--- config.mk ---
export PLATFORM = sky130hd
export DESIGN_NAME = writeback_unit
export DESIGN_NICKNAME = d
export VERILOG_FILES = /design/src/rtl/writeback_unit.sv
export SDC_FILE = /design/constraint.sdc
export NUM_CORES = 1
export LEC_CHECK = 0
export CORE_UTILIZATION = 40
export CTS_CLUSTER_SIZE = 12
export DETAILED_ROUTE_END_ITERATION = 12
export GPL_TIMING_DRIVEN = 0
export HOLD_SLACK_MARGIN = 0.08
export SLEW_MARGIN = 20
export SYNTH_ARGS = -nofsm -noshare
export SYNTH_HDL_FRONTEND = slang
export SYNTH_SLANG_ARGS = --single-unit
--- constraint.sdc ---
create_clock -name clk -period 3.02 [get_ports clk]
set_input_delay 0.604 -clock clk [delete_from_list [all_inputs] [get_ports clk]]
set_output_delay 0.604 -clock clk [all_outputs]
set_load 0.1 [all_outputs]
--- src/rtl/writeback_unit.sv ---
`default_nettype none
// ============================================================================
// Module   : writeback_unit
// Brief    : Arbitrates ALU results and buffered load results onto the single
//            register-file write port; tracks pending loads for decode hazards.
// Revision : 1.0
// ============================================================================
module writeback_unit #(
    parameter int DATA_WIDTH  = 16,
    parameter int INDEX_WIDTH = 5,
    parameter int NUM_REGS    = 32,
    parameter int QUEUE_DEPTH = 4
) (
    input  logic                   clk,
    input  logic                   rst,
    input  logic                   alu_valid,
    input  logic [INDEX_WIDTH-1:0] alu_index,
    input  logic [DATA_WIDTH-1:0]  alu_data,
    output logic                   alu_stall,
    input  logic                   mem_valid,
    output logic                   mem_ready,
    input  logic [INDEX_WIDTH-1:0] mem_index,
    input  logic [DATA_WIDTH-1:0]  mem_data,
    input  logic                   issue_load,
    input  logic [INDEX_WIDTH-1:0] issue_index,
    input  logic [INDEX_WIDTH-1:0] rs1_index,
    input  logic [INDEX_WIDTH-1:0] rs2_index,
    input  logic [INDEX_WIDTH-1:0] rd_index,
    output logic                   hazard,
    output logic                   protocol_err,
    output logic [INDEX_WIDTH-1:0] write_index,
    output logic [DATA_WIDTH-1:0]  write_data,
    output logic                   DEST_REG_WRITE_ENABLE
);

    localparam int                 C_PTR_W   = (QUEUE_DEPTH > 1) ? $clog2(QUEUE_DEPTH) : 1;
    localparam int                 C_CNT_W   = C_PTR_W + 1;
    localparam logic [C_CNT_W-1:0] C_DEPTH   = C_CNT_W'(QUEUE_DEPTH);
    localparam logic [C_CNT_W-1:0] C_CNT_ONE = C_CNT_W'(1);
    localparam logic [C_PTR_W-1:0] C_PTR_ONE = C_PTR_W'(1);

    logic [INDEX_WIDTH-1:0] r_q_index [QUEUE_DEPTH];
    logic [DATA_WIDTH-1:0]  r_q_data  [QUEUE_DEPTH];
    logic [C_PTR_W-1:0]     r_wr_ptr;
    logic [C_PTR_W-1:0]     r_rd_ptr;
    logic [C_CNT_W-1:0]     r_count;
    logic                   r_src_fifo;
    logic [NUM_REGS-1:0]    r_pending;

    logic w_empty;
    logic w_push;
    logic w_pop;
    logic w_alu_grant;

    // Flow control comes only from the registered count, never from this cycle's pop.
    assign alu_stall   = (r_count == C_DEPTH);
    assign mem_ready   = (r_count < C_DEPTH);
    assign w_empty     = (r_count == '0);
    assign w_push      = mem_valid && mem_ready;
    assign w_pop       = (alu_stall || !alu_valid) && !w_empty;
    assign w_alu_grant = alu_valid && !alu_stall;

    assign hazard = r_pending[rs1_index] | r_pending[rs2_index] | r_pending[rd_index];

    always_ff @(posedge clk) begin
        if (rst) begin
            r_wr_ptr <= '0;
            r_rd_ptr <= '0;
            r_count  <= '0;
        end else begin
            if (w_push) begin
                r_q_index[r_wr_ptr] <= mem_index;
                r_q_data[r_wr_ptr]  <= mem_data;
                r_wr_ptr            <= r_wr_ptr + C_PTR_ONE;
            end
            if (w_pop) begin
                r_rd_ptr <= r_rd_ptr + C_PTR_ONE;
            end
            case ({w_push, w_pop})
                2'b10:   r_count <= r_count + C_CNT_ONE;
                2'b01:   r_count <= r_count - C_CNT_ONE;
                default: r_count <= r_count;
            endcase
        end
    end

    always_ff @(posedge clk) begin
        if (rst) begin
            write_index           <= '0;
            write_data            <= '0;
            DEST_REG_WRITE_ENABLE <= 1'b0;
            r_src_fifo            <= 1'b0;
        end else if (w_pop) begin
            write_index           <= r_q_index[r_rd_ptr];
            write_data            <= r_q_data[r_rd_ptr];
            DEST_REG_WRITE_ENABLE <= 1'b1;
            r_src_fifo            <= 1'b1;
        end else if (w_alu_grant) begin
            write_index           <= alu_index;
            write_data            <= alu_data;
            DEST_REG_WRITE_ENABLE <= 1'b1;
            r_src_fifo            <= 1'b0;
        end else begin
            DEST_REG_WRITE_ENABLE <= 1'b0;
            r_src_fifo            <= 1'b0;
        end
    end

    // Clear on the register-file commit edge of a load write; a same-edge issue wins.
    always_ff @(posedge clk) begin
        if (rst) begin
            r_pending <= '0;
        end else begin
            if (DEST_REG_WRITE_ENABLE && r_src_fifo) begin
                r_pending[write_index] <= 1'b0;
            end
            if (issue_load) begin
                r_pending[issue_index] <= 1'b1;
            end
        end
    end

    always_ff @(posedge clk) begin
        if (rst) begin
            protocol_err <= 1'b0;
        end else if (alu_valid && alu_stall) begin
            protocol_err <= 1'b1;
        end
    end

endmodule
`default_nettype wire

Word level (Yosys, flattened, before mapping)
Memory sizes are Yosys's and may differ from the RTL's. A register that Yosys moved wholly into a read port is not among the register bits. Index checks and enable logic that the tools add are counted.

Memories kept: 2. Register bits after elaboration: 63. RAM bits: 84. Word-level logic and storage cells: 73. Bits of input ports: 67. Output and inout bits: 26.

Memories: r_q_data (words 4, width 16, read ports 1, clocked after memory_dff 1, write ports 1, line 43) `logic [DATA_WIDTH-1:0] r_q_data [QUEUE_DEPTH];`; r_q_index (words 4, width 5, read ports 1, clocked after memory_dff 1, write ports 1, line 42) `logic [INDEX_WIDTH-1:0] r_q_index [QUEUE_DEPTH];`.

Mux-type cells: 28. Bitwise gates (word level): 5. Eq/ne operators: 3. Add/sub/neg operators: 4. Reductions and logical operators: 14. Magnitude comparators: 8.

Operators by type and width (count): $mux 32 (3); $and 32x32->32 (1); $mux 16 (2); $not 32->32 (1); $or 32x32->32 (1); $lt 5x6->1 const B (5); $bmux 1 s5 (3); $mux 1 (11); $demux 1 s5 (2); $ge 5x1->1 const B (2); $mux 5 (2); $mux 2 (4); $logic_and 1x1->1 (7); $pmux 3 s2 (1); $add 2x1->2 const B (2); $reduce_bool 2->1 (2); $add 3x1->3 const B (1); $eq 3x3->1 const B (1); $logic_not 1->1 (3); $logic_not 3->1 (1); $lt 3x3->1 const B (1); $sub 3x1->3 const B (1); $eq 2x1->1 const B (1); $eq 2x2->1 const B (1); other kinds (2) (3).

Logic depth before layout (Yosys ltp)
Gate-level depths: netlist of run 1.

Word-level depth: 10. Mapped depth: 10. Gate-level depth less buffers: 9.

Worst setup path after synthesis of run 1
Ideal clock, no wire load.

Path kind: register to register. Start point: register r_count[2]. End point: register write_data[12]. Path slack: -0.872 ns. Library setup time: 0.124 ns. Data required time: 2.896 ns. Arrival: 3.768 ns. Cell stages (with the launch flop): 6. Path buffers: 0. Period minus slack after synthesis: 3.892 ns. Cells stage by stage: dfxtp_1 -> inv_1 -> nor3_1 -> nor3b_1 -> a222oi_1 -> inv_1.

Longest elaborated chain between the ends: 4. Elaborated cells between the ends (all ways): 9. Classes of those cells: eq/ne: 1; mux: 1; reduce/logical: 7.

RTL lines: from (decl) (line 46) `logic [C_CNT_W-1:0] r_count;`; from (signal assigned) (line 80) `2'b10: r_count <= r_count + C_CNT_ONE;`; from (signal assigned) (line 81) `2'b01: r_count <= r_count - C_CNT_ONE;`; from (signal assigned) (line 82) `default: r_count <= r_count;`; $eq 3x3->1 (*) (line 56) `assign alu_stall = (r_count == C_DEPTH);`; named net alu_stall (line 19) `output logic alu_stall,`; $logic_or 1x1->1 or $logic_not 1->1 (tied branches) (line 60, 61); $logic_and 1x1->1, on equally long branches (line 60, 61); $mux 16 or $reduce_bool 2->1 (tied branches); to (signal assigned) (line 95) `write_data <= r_q_data[r_rd_ptr];`; to (signal assigned) (line 100) `write_data <= alu_data;`; to (decl) (line 32) `output logic [DATA_WIDTH-1:0] write_data,`.

The timed path passes the listed nets; every way through them passes the cells marked *. A chain may end at the register's enable or synchronous reset.

Final worst setup path of run 1
Start point: input port rs2_index[1]. End point: output port hazard.

Longest elaborated chain between the ends: 4.

RTL lines: from (decl) (line 27) `input logic [INDEX_WIDTH-1:0] rs2_index,`; $bmux 1 s5 (line 63) `assign hazard = r_pending[rs1_index] | r_pending[rs2_index] | r_pending[rd_index];`; $mux 1 (not written as such) (line 63); $or 1x1->1 (2 in series) (line 63); to (decl) (line 29) `output logic hazard,`.

Every way passes these cells. The select of a mux whose other input is x is not followed.

==> results.toml, run 1 <==
[pwr]
p_int_mw = 4.286
power_frac_clock_pct = 27.7
peakVddDrop_uv = 559.6
seqPwrFrac_pct = 35.6
pwr-share-comb_pct = 36.7
power.switching_mw = 2.893
p_sw_share_pct = 40.30
cellLeakagePower_nw = 2.928
powerDensity_mw_per_mm2 = 840.2

[global_route]
grt_usage_pct = 20.59
grt_pass1_wl_um = 26060
overflow = 0
grt_pass1_vias = 5079
grt_max_degree = 22
antenna_found_initial = 0

[drt]
drc_errors = 0
avgRoutedWirePerCell_um = 19.06
vias = 4900
detail-route-antenna-nets = 0
viasPerCell = 5.506
drt_iter0_markers = 249
firstDrtPassIters = 7
routed_wirelength_um = 16960

[yosys]
yosysTopAreaCellShare_pct = 38.10
yosys_warnings = 0
yosys.area.top_type = "edfxtp_1"
synth_cells = 544
synth_nets = 617
yosys-top-cells-area = "edfxtp_1, dfxtp_1, mux4_2, nand2_1, a21oi_1"
synth.most_common_cell = "edfxtp_1"
synthFlopType = "edfxtp_1"
synthesis.area_mm2 = 0.006621
synth_edf_count = 84
synth.distinct_cells = 49
synth-seq-cells = 149
synth_common_cells = "edfxtp_1, nand2_1, dfxtp_1"
syn_area_per_cell_um2 = 12.17
async_flop_share_pct = 0
yosysSeqAreaShare_pct = 57.75

[floorplan]
die_w_um = 130.7
core-area_mm2 = 0.01600
row_count = 46
start_util_pct = 41.38
io_pins = 93
die_y_um = 130.7
die_area_mm2 = 0.01707

[worst_setup_path]
r2r_cells = 10
r2r_start = "r_count[0]"
cp.depth = 7
rr_endpoint = "r_count[2]"
path_delay_family = "simple AND/OR/NAND/NOR gates"
cp-endpoint = "hazard"
path_buf_inv = 3
cp-end-kind = "output port"
critPathLaunchType = "input port"
worstPathArrival_ps = 2330
crit_start = "rs2_index[1]"
cp.required_ps = 2420
rrSetupSlack_ps = 510
path_class = "input port to output port"
slowest_stage = "mux4_2"
critPathMaxStageDelay_ps = 510
worstPathMaxFanout = 9
cp_cell_sequence = "clkbuf_4 > buf_8 > mux4_2 > o211ai_1 > nand4_1 > or3_4 > buf_12"

[clocking]
cts_buffers = 17
clock-sinks = 149
cts_buffer_depth = 2
cts_root_buf = "clkbuf_16"
cts_max_level = 4
ctsHoldBuffers = 0
clk_pin_slew_ps = 60
tritoncts = "yes"
worstSkewPairLatency_ps = 420

[sta]
maxSlewViolCount = 0
min_period_ps = 2931
setup_violations = 0
grt_setup_unrepaired = "false"
period_share_pct = 97.04
timing.fmax_mhz = 341.2
setup_ws_ps = 89.38
hold_ws_ps = 476.2
tightest_slew_ps = 1032
slew-limit-headroom_pct = 31.00
finClkSkew_ps = 9.361
hold_viol_final = 0

[outcome]
status = "completed"

[placed_design]
portBuffers = 88
gp_congestion = 0.8686
dp.cells = 848
dp_hpwl_um = 11960
place_ws_ps = -1212

[layout]
drive_gt1_share_pct = 16.17
fin_cells = 890
diodes = 0
syn2layout_area_growth_pct = 29.04
fin_util_pct = 53.40
fin_nets = 734

[hold_path]
hold_path_class = "flop to flop"
hold_depth = 2

[run]
cap_viol_max_count = 0
## worst register-to-register path, stage by stage (launching register included)
cell and delay, ps:
dfxtp_1 380, o21ai_1 160, o31ai_1 100, inv_2 80, clkbuf_1 370, ha_1 280
inv_1 60, fa_1 380, xor2_1 170, or3_1 310, a21oi_1 150
## cells in the final DEF, fill, tap and decap left out, types with 6 or more instances in the layout
cell type,instances
a32oi_1,10
o21ai_1,11
o21ai_0,26
clkbuf_1,19
nand2_1,69
mux2i_1,21
mux4_2,29
dfxtp_1,65
nand3b_1,6
edfxtp_1,84
buf_4,9
buf_2,6
a311oi_1,9
clkdlybuf4s50_1,80
clkbuf_16,17
inv_6,6
buf_6,6
a21oi_1,48
nor2_1,29
inv_1,13
nor2b_1,10
## flip-flops by register name, indices dropped and copies added, names as in the netlist, 2 cells and up, named ones only
register     count
r_rd_ptr         2
r_q_index       20
write_data      16
r_count          3
write_index      5
r_wr_ptr         2
r_q_data        64
r_pending       32
## cell type report
type / instances / area (µm²)
Buffer: 32 / 186.4
Clock buffer: 18 / 429.2
Clock inverter: 14 / 130.1
Fill cell: 1411 / 7456
Inverter: 14 / 52.55
Multi-Input combinational cell: 349 / 2679
Sequential cell: 149 / 3824
Tap cell: 216 / 270.3
Timing Repair Buffer: 98 / 973.4
## power groups by stage
stage          Clock, mW  Sequential, mW  Combinational (mW)
2_1_floorplan          0            3.40                1.08
3_3_place_gp           0            2.58                2.59
3_5_place_dp           0            2.59                2.61
4_1_cts             2.03            2.55                2.63
5_1_grt             2.11            2.58                2.79
6_report            1.99            2.55                2.63
## worst min path at each step
stage	from	endpoint	slack, ps
floorplan	r_pending[24]	r_pending[24]	470
global placement	write_data[1]	write_data[1]	450
detailed placement	protocol_err	protocol_err	460
CTS	protocol_err	protocol_err	480
global route	protocol_err	protocol_err	500
finish	protocol_err	protocol_err	480
## per-stage QoR
stage | power (mW) | cell area (µm²) | TNS, ps
2_1_floorplan | 4.483 | 6626 | 0
3_3_place_gp | 5.178 | 7777 | -1291
3_5_place_dp | 5.204 | 7787 | -1338
4_1_cts | 7.218 | 8429 | -105.1
5_1_grt | 7.476 | 8544 | 0
6_report | 7.179 | 8544 | 0
## metal layers
metal	GRT usage, %	routed length, µm	vias up	share of wire [%]
li1	-	-	2307	-
met4	8.993	369	0	2.2
met5	0	0	-	0
met1	24.40	6979	2434	41
met3	4.845	811	28	4.8
met2	35.70	8801	131	52
## repair_timing
action                     4_1_cts  5_1_grt
gates cloned                     0        1
setup endpoints to repair        2        1
buffers inserted                 4        5
pin swaps                        0        6
gates resized for setup         27       30
## cell families (layout without fill, tap and decap cells)
group	after synthesis	after routing	share of synthesized area, %
adders and majority gates	6	6	1.247
AOI/OAI and AO/OA	129	129	11.96
muxes	54	54	13.98
DFF	149	149	57.75
and+or+nand+nor	155	155	11.28
buffers and inverters	46	176	3.118
xor gates and xnor gates	5	5	0.6615
Note: power is estimated with default switching activity, not from simulation.
==> inputs of run 2 (changes only) <==
CAP_MARGIN = 15   (was not set)
MAX_ROUTING_LAYER = met4   (was not set)
==> run 2 against run 1 <==
Against the previous run:
- register-to-register slack better by 40 ps
- count of clock-buffer cells in the layout unchanged
- worst setup slack worse by 3.7 ps
- largest power group unchanged
==> results.toml, run 2 (synthesis gave the netlist of run 1 again) <==
[sta]
grt_setup_unrepaired = "true"
finClkSkew_ps = 11.94
hold_viol_final = 0
hold_ws_ps = 477.3
timing.fmax_mhz = 340.8
slew-limit-headroom_pct = 30.23
tightest_slew_ps = 1043
setup_violations = 0
maxSlewViolCount = 0
min_period_ps = 2934
period_share_pct = 97.16

[layout]
drive_gt1_share_pct = 16.32
fin_util_pct = 54.06
regMostFlops = "r_q_data"
fin_cells = 891
layout_commonest_cell = "edfxtp_1"
top_regs = "r_q_data: 64 flops, r_pending: 32 flops, r_q_index: 20 flops"
syn2layout_area_growth_pct = 30.63
fin_nets = 734
largest_reg_flops = 64
n_fill_cell = 1411
final_cell_mix = "edfxtp_1, clkdlybuf4s50_1, nand2_1, dfxtp_1, a21oi_1"

[global_route]
grt_pass1_vias = 5059
busiest_layer = "met2"
grt_max_degree = 22
use_met1_pct = 24.63
grt_usage_pct = 21.38
overflow = 0
antenna_found_initial = 1
met2_usage_pct = 36.94
grt_pass1_wl_um = 26560
grt_util_met3_pct = 4.194

[floorplan]
die_y_um = 130.7
start_util_pct = 41.38
core-area_mm2 = 0.01600
die_area_mm2 = 0.01707
row_count = 46
die_w_um = 130.7
io_pins = 93

[worst_setup_path]
cp-end-kind = "output port"
path_class = "input port to output port"
critPathLaunchType = "input port"
cp.required_ps = 2420
r2r_cells = 10
worstPathArrival_ps = 2330
worstPathMaxFanout = 5

[pwr]
cellLeakagePower_nw = 2.963
powerDensity_mw_per_mm2 = 856.1
power_mw = 7.405
peakVddDrop_uv = 507.0

[placed_design]
portBuffers = 88
dp_hpwl_um = 12020
gp_congestion = 0.8831
dp.cells = 848

[clocking]
cts_buffer_depth = 2
cts_root_buf = "clkbuf_16"
tritoncts = "yes"
cts_buffers = 17
ctsHoldBuffers = 0
worstSkewPairLatency_ps = 410
cts_max_level = 4
clk_pin_slew_ps = 60
clock-sinks = 149

[drt]
drc_errors = 0
firstDrtPassIters = 5
vias = 4919
routed_wirelength_um = 16930
avgRoutedWirePerCell_um = 19.00
detail-route-antenna-nets = 0
drt_iter0_markers = 251
viasPerCell = 5.521

[hold_path]
hold_depth = 2
hold_path_class = "flop to flop"

[run]
cap_viol_max_count = 0

[outcome]
status = "completed"
[run 2: cell types whose count changed in the layout (fill, tap and decap cells not counted), sizes merged]
cell      previous run  this run
inv                 24        18
clkinvlp             2         1
clkinv               2         5
diode                0         1
bufinv               0         4
[run 2: area by class of cell]
| cell class | instances | area, µm² | area share, % |
|---|---|---|---|
| tap | 216 | 270.3 | 3.125 |
| timing repair buffer | 98 | 988.4 | 11.43 |
| buffer | 32 | 186.4 | 2.155 |
| antenna | 1 | 2.502 | 0.02893 |
| clock buffer | 18 | 429.2 | 4.962 |
| inverter | 14 | 52.55 | 0.6076 |
| sequential | 149 | 3825 | 44.22 |
| multi-input combinational | 349 | 2698 | 31.19 |
| clock inverter | 14 | 197.7 | 2.286 |
[run 2: path summary, 6_finish.rpt]
path                                    from           end  slack [ps]
worst min register to register  protocol_err  protocol_err         480
worst max-delay path            rs2_index[1]        hazard          90
worst min-delay path            protocol_err  protocol_err         480
worst max register to register    r_count[0]    r_count[2]         550
[run 2: stage by stage]
step	cell area [µm²]	setup slack (ps)	TNS, ps
floorplan	6626	36.95	0
global placement	7777	-1219	-1515
detailed placement	7787	-1198	-1374
CTS	8496	-111.7	-111.7
global route	8650	-1.518	-1.518
finish	8650	85.66	0
[run 2: power breakdown]
group          switching (mW)  leakage [nW]  total, mW  internal, mW
Clock                   0.814         0.303       2.21          1.39
Sequential              0.158          1.29       2.55          2.40
Combinational            1.84          1.37       2.64         0.804
[run 2: routing by layer]
metal | up-vias | share of wire, %
met3 | 28 | 4.4
li1 | 2308 | -
met4 | 0 | 1.8
met5 | - | 0
met2 | 143 | 52
met1 | 2440 | 42
[run 2: critical path, cell delays in order]
cell	delay, ps
buf_2	170
mux2_4	310
or3_1	310
and4_4	190
o21ai_2	40
o311ai_1	120
or3_4	400
buf_12	170
[run 2: timing repair]
action,in CTS,in global routing
endpoints found under the setup margin,2,1
setup buffers,4,4
pin swaps,1,7
cloned,0,2
gates resized for setup,27,32
